`src/rtl/cle_sram_arbiter.sv`:
```
// cle_sram_arbiter: shares the single-port label SRAM between the first-pass
// label writer (requester 0) and the second-pass relabeller (requester 1).
// Round-robin arbitration with optional ownership lock and forced release.
// Optional feature macro: CLE_ARB_FIXED_PRIO_EN (requester 0 wins ties).
module cle_sram_arbiter #(
    parameter int unsigned AW       = 10,
    parameter int unsigned DW       = 8,
    parameter int unsigned LOCK_MAX = 4
) (
    input  logic          clk,
    input  logic          reset,
    input  logic          req0,
    input  logic          req1,
    input  logic          we0,
    input  logic          we1,
    input  logic          lock0,
    input  logic          lock1,
    input  logic [AW-1:0] addr0,
    input  logic [AW-1:0] addr1,
    input  logic [DW-1:0] wdata0,
    input  logic [DW-1:0] wdata1,
    output logic          gnt0,
    output logic          gnt1,
    output logic          rvalid0,
    output logic          rvalid1,
    output logic [DW-1:0] rdata,
    output logic [AW-1:0] sram_a,
    output logic [DW-1:0] sram_d,
    output logic          sram_wen,
    input  logic [DW-1:0] sram_q
);

    localparam int unsigned CW = 4;
    localparam logic [CW-1:0] LOCK_LIM = CW'(LOCK_MAX);

    typedef enum logic [1:0] {
        OWN_NONE = 2'd0,
        OWN_0    = 2'd1,
        OWN_1    = 2'd2
    } owner_t;

    owner_t        owner, owner_nx, eff_owner;
    logic [CW-1:0] lock_cnt, lock_cnt_nx, cnt_base;
    logic          last, last_nx;
    logic          pend0, pend1, pend0_nx, pend1_nx;
    logic          rvalid0_nx, rvalid1_nx;
    logic [AW-1:0] sram_a_nx;
    logic [DW-1:0] sram_d_nx;
    logic          sram_wen_nx;
    logic          g0, g1, tie1;
`ifdef CLE_ARB_FIXED_PRIO_EN
    logic          force1, force1_nx;
`endif

    // Arbitration: an owner whose request dropped is released this same cycle
    always_comb begin
        eff_owner = owner;
        g0        = 1'b0;
        g1        = 1'b0;
        if ((owner == OWN_0 && !req0) || (owner == OWN_1 && !req1)) begin
            eff_owner = OWN_NONE;
        end
`ifdef CLE_ARB_FIXED_PRIO_EN
        tie1 = force1;
`else
        tie1 = ~last;
`endif
        case (eff_owner)
            OWN_0:   g0 = 1'b1;
            OWN_1:   g1 = 1'b1;
            default: begin
                if (req0 && req1) begin
                    g0 = ~tie1;
                    g1 = tie1;
                end else begin
                    g0 = req0;
                    g1 = req1;
                end
            end
        endcase
        g0 = g0 & reset;
        g1 = g1 & reset;
    end

    assign gnt0  = g0;
    assign gnt1  = g1;
    assign rdata = sram_q;

    // Next-state: lock bookkeeping, SRAM port capture and read-return pipeline
    always_comb begin
        owner_nx    = eff_owner;
        cnt_base    = (eff_owner == OWN_NONE) ? '0 : lock_cnt;
        lock_cnt_nx = cnt_base;
        last_nx     = last;
        sram_a_nx   = sram_a;
        sram_d_nx   = sram_d;
        sram_wen_nx = 1'b1;
        pend0_nx    = g0 & ~we0;
        pend1_nx    = g1 & ~we1;
        rvalid0_nx  = pend0;
        rvalid1_nx  = pend1;
`ifdef CLE_ARB_FIXED_PRIO_EN
        force1_nx   = force1;
`endif
        if (g0 || g1) begin
            last_nx     = g1;
            sram_a_nx   = g1 ? addr1 : addr0;
            sram_d_nx   = g1 ? wdata1 : wdata0;
            sram_wen_nx = g1 ? ~we1 : ~we0;
`ifdef CLE_ARB_FIXED_PRIO_EN
            force1_nx   = 1'b0;
`endif
            if ((g0 && lock0) || (g1 && lock1)) begin
                if (cnt_base + CW'(1) >= LOCK_LIM) begin
                    // forced release so the other side cannot starve
                    owner_nx    = OWN_NONE;
                    lock_cnt_nx = '0;
`ifdef CLE_ARB_FIXED_PRIO_EN
                    force1_nx   = g0;
`endif
                end else begin
                    owner_nx    = g1 ? OWN_1 : OWN_0;
                    lock_cnt_nx = cnt_base + CW'(1);
                end
            end else begin
                owner_nx    = OWN_NONE;
                lock_cnt_nx = '0;
            end
        end
    end

    // State and output registers with synchronous active-low reset
    always_ff @(posedge clk) begin
        if (!reset) begin
            owner    <= OWN_NONE;
            lock_cnt <= '0;
            last     <= 1'b1;
            sram_a   <= '0;
            sram_d   <= '0;
            sram_wen <= 1'b1;
            pend0    <= 1'b0;
            pend1    <= 1'b0;
            rvalid0  <= 1'b0;
            rvalid1  <= 1'b0;
`ifdef CLE_ARB_FIXED_PRIO_EN
            force1   <= 1'b0;
`endif
        end else begin
            owner    <= owner_nx;
            lock_cnt <= lock_cnt_nx;
            last     <= last_nx;
            sram_a   <= sram_a_nx;
            sram_d   <= sram_d_nx;
            sram_wen <= sram_wen_nx;
            pend0    <= pend0_nx;
            pend1    <= pend1_nx;
            rvalid0  <= rvalid0_nx;
            rvalid1  <= rvalid1_nx;
`ifdef CLE_ARB_FIXED_PRIO_EN
            force1   <= force1_nx;
`endif
        end
    end

endmodule

```
`config.mk`:
```
export PLATFORM = sky130hd
export DESIGN_NAME = cle_sram_arbiter
export DESIGN_NICKNAME = d
export VERILOG_FILES = /design/src/rtl/cle_sram_arbiter.sv
export SDC_FILE = /design/constraint.sdc
export NUM_CORES = 1
export LEC_CHECK = 0
export ABC_AREA = 1
export CAP_MARGIN = 20
export CELL_PAD_IN_SITES_DETAIL_PLACEMENT = 1
export CELL_PAD_IN_SITES_GLOBAL_PLACEMENT = 2
export CORE_MARGIN = 2
export CORE_UTILIZATION = 19
export CTS_CLUSTER_SIZE = 20
export DETAILED_ROUTE_END_ITERATION = 10
export PLACE_DENSITY = 0.83
export SLEW_MARGIN = 20
export SYNTH_ARGS = -nofsm -noshare
export SYNTH_HDL_FRONTEND = slang
export SYNTH_SLANG_ARGS = --single-unit
export TNS_END_PERCENT = 5
```
`constraint.sdc`:
```
create_clock -name clk -period 2.7 [get_ports clk]
set_clock_uncertainty 0.2 [all_clocks]
set_input_delay 0.54 -clock clk [delete_from_list [all_inputs] [get_ports clk]]
set_output_delay 0.54 -clock clk [all_outputs]
set_load 0.05 [all_outputs]
```
==> reports/results.ini <==
[drt]
drtPass1Iterations = 4
wl_per_cell_um = 11.6
via_per_inst = 4.03
vias = 1662
ant_nets = 0
wirelength_um = 4790
first_iter_violations = 45
drc = 0

[place]
hpwl_um = 3690
gp_congestion = 0.740
io_buffers = 66
dp.cells = 399
place_area_um2 = 2360

[global_route]
grt_use_met2_pct = 19.6
antenna_found_initial = 0
grt_overflow_total = 0
grt.total_usage_pct = 11.0
use_met3_pct = 3.29
grt_max_degree = 21
busiest_layer = met2
grt_pass1_vias = 1709
met1_usage_pct = 12.7
grt_pass1_wl_um = 7740

[worst_hold_path]
whs_path_depth = 2
hold_path.class = reg2reg

[yosys]
syn_nets = 289
synthTopCellsByArea = dfxtp_1 39%, nand2_1 26%, a21oi_1 6.8%
synth-seq-cells = 30
yosys.area.top_type_share_pct = 38.9
yosysTopAreaCell = dfxtp_1
ys_warn_count = 0
syn-cell-area_um2 = 1540
avgSynthCellArea_um2 = 6.62
ys_types = 21
ys_seq_area_share_pct = 38.9
synthCells = 233

[cells_and_area]
nNetsFinal = 365
drive_gt1_share_pct = 13.9
fin_cells = 412
final_util_pct = 32.4
diodes = 0
final_common_cell = nand2_1
num-fill-cells = 966
synthToLayoutAreaGrowth_pct = 63.9
design_area_um2 = 2530
final_cell_mix = 108 x nand2_1, 62 x clkdlybuf4s50_1, 30 x dfxtp_1, 19 x a21oi_1

[worst_setup_path]
reg2reg_setup_slack_ns = 0.41
critPathRequiredTime_ns = 1.96
worstPathArrival_ns = 1.86
critPathCaptureType = primary output
cp-start-kind = primary input
cp_max_fo = 4
crit_type = in2out
rr_worst_depth = 14

[timing]
rsz0062_at_grt = false
period_minus_slack_ns = 2.60
max_freq_mhz = 384
relSlewSlack_pct = 64.8
tightestPinTransition_ns = 0.526
maxSlewViolCount = 0
fin_hold_ws_ns = 0.218
period_share_pct = 96.4
finalSetupViolations = 0
finalHoldViolCount = 0

[power_and_ir_drop]
clkPwrFrac_pct = 29.2
p_sw_mw = 0.514
p_comb_share_pct = 37.1
swShare_pct = 34.1
power_density_nw_per_um2 = 597
p_int_mw = 0.995
leakage_nw = 1.12
power_frac_seq_pct = 33.8
peakVddDrop_v = 0.000193
total_power_mw = 1.51

[floorplan]
dieHeight_um = 94.1
dieArea_um2 = 8860
ios = 83
row_count = 32
start_util_pct = 19.8
die_x_um = 94.1
design.core.area_um2 = 7810

[clocking]
clock_sinks = 30
tritoncts = yes
clk_pin_slew_ns = 0.06
clk_latency_ns = 0.28
cts_buffers = 5
cts-root-buf = clkbuf_8
cts_buffer_depth = 2
cts.hold.buffers_added = 0
cts_max_level = 2

[outcome]
status = complete, no violations

[job]
cap_violations = 0

==> final cells by class <==
| class | instances | area [um2] | area share (%) |
|---|---|---|---|
| clock buffers | 7 | 76.3 | 3.02 |
| clock inverters | 1 | 30.0 | 1.19 |
| inverters | 24 | 92.6 | 3.66 |
| multi-input cells | 163 | 754 | 29.8 |
| flip-flops and latches | 30 | 601 | 23.8 |
| well taps | 102 | 128 | 5.05 |
| repair buffers | 85 | 847 | 33.5 |
==> power by group through the flow <==
stage | sequential [mW] | clock (mW) | combinational (mW)
2_1_floorplan | 0.645 | 0 | 0.229
3_3_place_gp | 0.519 | 0 | 0.545
3_5_place_dp | 0.520 | 0 | 0.551
4_1_cts | 0.511 | 0.459 | 0.567
5_1_grt | 0.515 | 0.474 | 0.604
6_report | 0.509 | 0.440 | 0.559
==> repair_timing <==
item                                    in CTS  in global routing
endpoints found under the setup margin       7                  2
endpoints found under the hold margin        0                  0
pin swaps                                    5                  3
buffers inserted                             4                  1
gates resized for setup                      9                  3
==> final timing paths <==
check        startpoint   endpoint
min reg2reg       pend0    rvalid0
min               pend0    rvalid0
max                req0       gnt0
max reg2reg    owner[1]  sram_a[3]
==> per-stage QoR <==
stage	setup slack, ns	TNS [ns]
after floorplan	0.149	0
after global placement	-0.228	-3.06
after detailed placement	-0.326	-7.19
after CTS	0.0814	0
after global routing	0.00835	0
final	0.0985	0
==> synthesized netlist by cell type (all sizes together) <==
library cell	number
o211ai	1
inv	24
nor2	11
a21oi	22
nand2	111
nor3	1
buf	14
o21ai	1
dfxtp	30
clkbuf	2
a21boi	1
nand3	11
ha	4
==> sequential cells by signal (all words and copies together) (netlist names) <==
register,cells
pend0,1
last,1
sram_a,10
lock_cnt,4
rvalid1,1
sram_wen,1
sram_d,8
owner,2
rvalid0,1
pend1,1
==> logic make-up after synthesis <==
group,share of synthesized area (%)
adders and majority gates,3.24
buffers and inverters,14.0
DFF,38.9
and+or+nand+nor,35.2
AOI/OAI and AO/OA,8.68
==> critical path, stage by stage <==
cell	delay [ns]
dlygate4sd2_1	0.25
inv_2	0.06
a21oi_2	0.06
buf_4	0.14
ha_4	0.29
inv_1	0.06
a21oi_2	0.17
nand2_2	0.08
inv_2	0.08
buf_12	0.13
==> per-layer routing <==
layer	vias to the layer above	part of all wire, %
li1	856	-
met1	757	43
met2	44	50
met3	5	5.7
met4	0	1.3
met5	-	0
Note: power is estimated with default switching activity, not from simulation.
